`config.mk`:
```
export PLATFORM = sky130hd
export DESIGN_NAME = wb_arbiter
export DESIGN_NICKNAME = d
export VERILOG_FILES = /design/src/rtl/wb_arbiter.sv
export SDC_FILE = /design/constraint.sdc
export NUM_CORES = 1
export LEC_CHECK = 0
export BUFFER_PORTS_ARGS = -buffer_cell sky130_fd_sc_hd__buf_4
export CAP_MARGIN = 20
export CORE_ASPECT_RATIO = 1.2
export CORE_MARGIN = 2
export CORE_UTILIZATION = 43
export CTS_CLUSTER_DIAMETER = 60
export DETAILED_ROUTE_END_ITERATION = 12
export GPL_TIMING_DRIVEN = 0
export HOLD_SLACK_MARGIN = 0.12
export PLACE_DENSITY_LB_ADDON = 0.15
export SYNTH_ARGS = -nofsm -noshare
export SYNTH_HDL_FRONTEND = slang
export SYNTH_SLANG_ARGS = --single-unit
```
`constraint.sdc`:
```
create_clock -name clk -period 20 [get_ports clk]
set_input_delay 2 -clock clk [delete_from_list [all_inputs] [get_ports clk]]
set_output_delay 2 -clock clk [all_outputs]
set_load 0.005 [all_outputs]
```
`src/rtl/wb_arbiter.sv`:
```
// wb_arbiter: writeback arbiter that merges the in-order ALU pipeline write
// with the multi-cycle mult/div unit onto one register-file write port.
// The ALU always wins; MD results wait in a small in-order queue.
// Optional macro WB_TRACE_EN: prints one trace line per register-file write
// (simulation only); with the macro undefined the function is unchanged.
module wb_arbiter #(
  parameter int unsigned DEPTH = 2
) (
  input  logic        clk,
  input  logic        reset,
  input  logic        alu_valid,
  input  logic [4:0]  alu_a3,
  input  logic [31:0] alu_wd,
  input  logic [31:0] alu_pc,
  input  logic        md_valid,
  input  logic [4:0]  md_a3,
  input  logic [31:0] md_wd,
  input  logic [31:0] md_pc,
  output logic        md_ready,
  output logic        grf_we,
  output logic [4:0]  grf_a3,
  output logic [31:0] grf_wd,
  output logic [31:0] grf_pc,
  output logic        md_pend
);

  localparam int unsigned AW = 5;
  localparam int unsigned DW = 32;
  localparam int unsigned EW = AW + 2 * DW;
  localparam int unsigned PW = (DEPTH > 1) ? $clog2(DEPTH) : 1;
  localparam int unsigned CW = $clog2(DEPTH + 1);

  logic [EW-1:0] q_mem [DEPTH];
  logic [PW-1:0] rd_ptr;
  logic [PW-1:0] wr_ptr;
  logic [CW-1:0] count;
  logic [CW-1:0] count_nxt;

  logic          alu_wr;
  logic          md_acc;
  logic          q_empty;
  logic          push;
  logic          pop;
  logic [EW-1:0] head;

  // a3 == 0 means "no write"; ready depends on occupancy only
  assign alu_wr   = alu_valid && (alu_a3 != AW'(0));
  assign md_ready = (count != CW'(DEPTH));
  assign md_acc   = md_valid && md_ready && (md_a3 != AW'(0));
  assign q_empty  = (count == CW'(0));
  assign head     = q_mem[rd_ptr];

  // Queue control: pop when the port is free, push MD results that cannot bypass
  always_comb begin
    push      = 1'b0;
    pop       = 1'b0;
    count_nxt = count;
    if (alu_wr) begin
      push = md_acc;
    end else if (!q_empty) begin
      pop  = 1'b1;
      push = md_acc;
    end
    if (push && !pop) begin
      count_nxt = count + CW'(1);
    end else if (pop && !push) begin
      count_nxt = count - CW'(1);
    end
  end

  // Queue storage; contents are don't-care while count marks them invalid
  always_ff @(posedge clk) begin
    if (!reset && push) begin
      q_mem[wr_ptr] <= {md_a3, md_wd, md_pc};
    end
  end

  // Pointers, occupancy and the registered write port
  always_ff @(posedge clk) begin
    if (reset) begin
      rd_ptr  <= PW'(0);
      wr_ptr  <= PW'(0);
      count   <= CW'(0);
      md_pend <= 1'b0;
      grf_we  <= 1'b0;
      grf_a3  <= AW'(0);
      grf_wd  <= DW'(0);
      grf_pc  <= DW'(0);
    end else begin
      if (push) begin
        wr_ptr <= wr_ptr + PW'(1);
      end
      if (pop) begin
        rd_ptr <= rd_ptr + PW'(1);
      end
      count   <= count_nxt;
      md_pend <= (count_nxt != CW'(0));
      grf_we  <= 1'b0;
      if (alu_wr) begin
        grf_we <= 1'b1;
        grf_a3 <= alu_a3;
        grf_wd <= alu_wd;
        grf_pc <= alu_pc;
      end else if (!q_empty) begin
        grf_we <= 1'b1;
        {grf_a3, grf_wd, grf_pc} <= head;
      end else if (md_acc) begin
        grf_we <= 1'b1;
        grf_a3 <= md_a3;
        grf_wd <= md_wd;
        grf_pc <= md_pc;
      end
    end
  end

`ifdef WB_TRACE_EN
  // Trace each register-file write as it appears on the port
  always_ff @(posedge clk) begin
    if (grf_we) begin
      $display("@%08h: $%0d <= %08h", grf_pc, grf_a3, grf_wd);
    end
  end
`else
`endif

endmodule

```
### After elaboration in Yosys (flattened, before gate mapping)

Memories as Yosys holds them, arrays and structs flattened. A register that Yosys moved wholly into a read port is not among the register bits.
Index checks and enable logic that the tools add are counted.

| storage, ports and cells | value |
|---|---|
| word-level logic and storage cells | 50 |
| RAM bits | 138 |
| register bits | 75 |
| memories kept | 1 |
| bits of input ports | 142 |

Memory list:

| name | depth | bits a word | rd ports | clocked after memory_dff | wr ports | RTL line | RTL |
|---|---|---|---|---|---|---|---|
| q_mem | 2 | 69 | 1 | 1 | 1 | 33 | `logic [EW-1:0] q_mem [DEPTH];` |

| operators by class | value |
|---|---|
| muxes and demuxes | 22 |
| $add $sub $neg | 4 |
| eq/ne operators | 2 |
| reduce and logical (&&, ||, !) cells | 13 |

Operators by type and width:

| operator | count |
|---|---|
| 32-bit 2-to-1 mux | 6 |
| 5-bit 2-to-1 mux | 3 |
| 1-bit 2-to-1 mux | 11 |
| 5-bit nonzero test | 2 |
| 1-bit logical AND | 6 |
| 2-bit 2-to-1 mux | 2 |
| 1-bit logical NOT | 3 |
| 3-bit != test, second input constant | 1 |
| 1-bit adder, second input constant | 2 |
| 2-bit by 1-bit adder with 2-bit output, second input constant | 1 |
| 2-bit logical NOT | 1 |
| 2-bit != test, second input constant | 1 |
| 2-bit nonzero test | 1 |
| 2-bit by 1-bit subtractor with 2-bit output, second input constant | 1 |

### Logic depth before layout (Yosys ltp)

| logic depth | value |
|---|---|
| depth in word-level cells | 10 |
| mapped depth | 9 |
| mapped depth without buffers | 7 |

### Worst setup path before layout

No wires, ideal clock.

| timing | value |
|---|---|
| kind | input to register |
| start point | input port reset |
| end point | memory q_mem[0][0] in the netlist's numbering (enable) |
| arrival | 7.611 ns |
| setup slack | 11.794 ns |
| stages on the path | 4 |
| cell sequence | clkbuf_1 > clkbuf_1 > clkbuf_1 > nor3b_1 |

| on the way | value |
|---|---|
| longest elaborated chain between the ends | 4 |

RTL lines:

| what | RTL line | RTL |
|---|---|---|
| from (decl) | 10 | `input logic reset,` |
| 1-bit logical NOT | 73 | `if (!reset && push) begin` |
| 1-bit logical AND | 73 |  |
| 1-bit 2-to-1 mux | 73 |  |
| 1-bit 2-to-1 mux (implied by the code) | 74 | `q_mem[wr_ptr] <= {md_a3, md_wd, md_pc};` |
| to (decl) | 33 |  |

Every way passes these cells.

### Final worst setup path

| timing | value |
|---|---|
| start point | input port alu_a3[0] |
| end point | memory q_mem[0][52] in the netlist's numbering (enable) |

| on the way | value |
|---|---|
| longest elaborated chain between the ends | 6 |

RTL lines:

| what | RTL line | RTL |
|---|---|---|
| from (decl) | 12 | `input logic [4:0] alu_a3,` |
| 5-bit nonzero test | 47 | `assign alu_wr = alu_valid && (alu_a3 != AW'(0));` |
| 1-bit logical AND | 47 |  |
| 1-bit 2-to-1 mux | 58 | `if (alu_wr) begin` |
| 1-bit logical AND | 73 |  |
| 1-bit 2-to-1 mux | 73 |  |
| 1-bit 2-to-1 mux (implied by the code) | 74 |  |

Every way passes these cells.

==> flow_summary.ini <==
[place]
place_area_mm2 = 0.0110
pre_cts_slack_ps = 15340
dp.cells = 1281
portBuffers = 212
gp_congestion = 0.788
dpl.hpwl_um = 16900

[yosys]
synth_compound_area_share_pct = 15.8
ys_ff_latch = 214
synth.distinct_cells = 33
syn_nets = 940
postSynthCellCount = 796
synth_xor_area_share_pct = 0.294
ys_warn_count = 0
synth_fa_ha_area_share_pct = 0.280
yosys.area.top_type = edfxtp_1
syn_avg_cell_area_um2 = 11.2
synthTopCellsByArea = edfxtp_1, dfxtp_1, a211oi_1, nor2b_1, a31oi_1
synth_top_family_by_area = compound AO/OA/AOI/OAI gates
synthesis.area_mm2 = 0.00893
yosysSeqAreaShare_pct = 63.4
synth_top_area_share_pct = 46.4
synthMuxAreaShare_pct = 2.46
synthSimpleGateAreaFrac_pct = 12.5

[run]
maxCapViolCount = 0

[setup_path]
critPathArrivalTime_ps = 4400
worstPathCellList = buf_4 > or4_1 > o21ai_4 > a21oi_1 > nor3b_2 > buf_8 > buf_8 > buf_6 > buf_6
start_kind = input pin
required_ps = 20260
critPathKind = in -> reg
r2r_setup_slack_ps = 16490
crit_slowest_cell = or4_1
critPathTopFamily = simple AND/OR/NAND/NOR gates
endpoint_kind = flip-flop
cp_max_fo = 11
path_buf_inv = 5
max_stage_delay_ps = 590

[floorplan]
die_w_um = 136
die_area_mm2 = 0.0220
core_area_mm2 = 0.0203
io_pins = 214
rows = 57
initial_core_util_pct = 44.0
die_h_um = 162

[global_route]
overflow = 0
antenna_found_initial = 0
grt_use_met1_pct = 27.9
top_usage_layer = met2
track_usage_pct = 21.6
grt_util_met3_pct = 4.00
grt_pass1_wl_um = 37200
grt_pass1_vias = 7030
use_met2_pct = 37.7
grt_max_degree = 36

[sta]
finalHoldViolations = 0
tightestPinTransition_ps = 769
fmax_mhz = 241
finalSetupViolCount = 0
post-route-period-util_pct = 20.7
slew_viol_final = 0
fin_ws_ps = 15850
fin_skew_ps = 10.9
fin_tns_setup_ps = 0
slew_headroom_pct = 48.7
rsz0062_at_grt = no
layout_min_cycle_time_ps = 4150

[pwr]
p_leak_uw = 0.00458
totalPowerFinal_uw = 1330
power.density_mw_per_mm2 = 113
worst_ir_drop_vdd_uv = 76.4

[clocking]
clk_latency_ps = 490
cts_tree = built
h-tree-depth = 1
cts_setup_buffers = 0
clockBufferDepth = 3
clockRootBuffer = clkbuf_16
cts-hold-fix-buffers = 0
cts_inserted_buffers = 22
cts.sinks = 214
cts-resized-gates = 0
cts.reportedPaths.clkPinSlew_ps = 60

[final_layout]
multi_input_area_mm2 = 0.00281
seq_area_mm2 = 0.00567
final_cell_mix = buf_4, edfxtp_1, dfxtp_1
fin_area_mm2 = 0.0117
fillers = 1825
num_antenna_cells = 0
final_common_cell = buf_4
fin_nets = 1184
instances_no_fill = 1321
drive_gt1_share_pct = 26.2
area_growth_pct = 31.2

[drt]
wl_per_cell_um = 18.4
via_count = 6916
drt_iter0_drc = 425
viasPerCell = 5.24
drc = 0
drt-total-wl_um = 24200
firstDrtPassIters = 5
ant_nets = 0

[run_status]
status = completed

[min_path]
hold_class = reg -> reg
## state kept, by name (all words and copies together) (netlist names), named ones only
signal   cells
grf_a3       5
md_pend      1
q_mem      138
grf_pc      32
grf_we       1
wr_ptr       1
rd_ptr       1
grf_wd      32
count        2
## area by class of cell
class	count	area share, %
Sequential cell	214	48.3
Multi-Input combinational cell	463	24.0
Timing Repair Buffer	220	14.5
Clock buffer	34	5.69
Tap cell	265	2.83
Buffer	67	2.33
Inverter	52	1.67
Clock inverter	6	0.683
## synthesized netlist by cell type, drive strengths merged
| cell type | count |
|---|---|
| or4 | 2 |
| nor3b | 1 |
| nand3 | 2 |
| o22ai | 49 |
| o21a | 4 |
| nor2b | 51 |
| xnor2 | 2 |
| o221ai | 1 |
| dfxtp | 76 |
| nor2 | 75 |
| buf | 13 |
| o21ai | 20 |
| a31oi | 50 |
| and3b | 1 |
| a32oi | 2 |
| nor3 | 51 |
| a21oi | 3 |
| nand2 | 55 |
| a311oi | 18 |
| inv | 52 |
| xor2 | 1 |
| ha | 2 |
| mux2i | 22 |
| edfxtp | 138 |
| clkbuf | 54 |
| a211oi | 51 |
## metrics by stage
stage	util, %	hold slack, ps
final	57.7	497
after CTS	57.7	501
after global routing	57.7	518
after global placement	53.4	481
after detailed placement	54.0	493
after floorplan	-	472
## kinds of logic after synthesis
logic type,count (synthesis)
DFF,214
buffers and inverters,119
adders and majority gates,2
muxes,22
AOI/OAI and AO/OA,198
and+or+nand+nor,238
xor gates and xnor gates,3
## final timing paths
path         cells past startpoint                     from                       to
max reg2reg                     11      count[0]$_SDFF_PP0_   q_mem[0][52]$_DFFE_PP_
max                              9                alu_a3[0]   q_mem[0][52]$_DFFE_PP_
min reg2reg                      2  grf_pc[27]$_SDFFE_PP0P_  grf_pc[27]$_SDFFE_PP0P_
min                              2  grf_pc[27]$_SDFFE_PP0P_  grf_pc[27]$_SDFFE_PP0P_
## routing by layer
layer | up-vias | part of all wire, % | wire length (um)
li1 | 3411 | - | -
met4 | 0 | 1.3 | 322
met3 | 18 | 6.2 | 1500
met5 | - | 0 | 0
met1 | 3298 | 43 | 10400
met2 | 189 | 50 | 12000
## report_power, final
part / total, uW / leakage, uW / switching, uW / internal (uW)
registers: 543 / 0.00189 / 20.2 / 523
clock network: 419 / 0.000370 / 164 / 255
logic: 367 / 0.00232 / 214 / 153
total: 1330 / 0.00458 / 399 / 930
## worst register-to-register path: stages (launching register included)
cell,delay [ps]
dfxtp_1,340
inv_1,70
ha_1,190
clkbuf_1,190
clkbuf_1,340
clkbuf_1,380
a21oi_1,340
nor3b_2,630
buf_8,240
buf_8,170
buf_6,180
buf_6,160
Power figures use the tool's default switching activity.
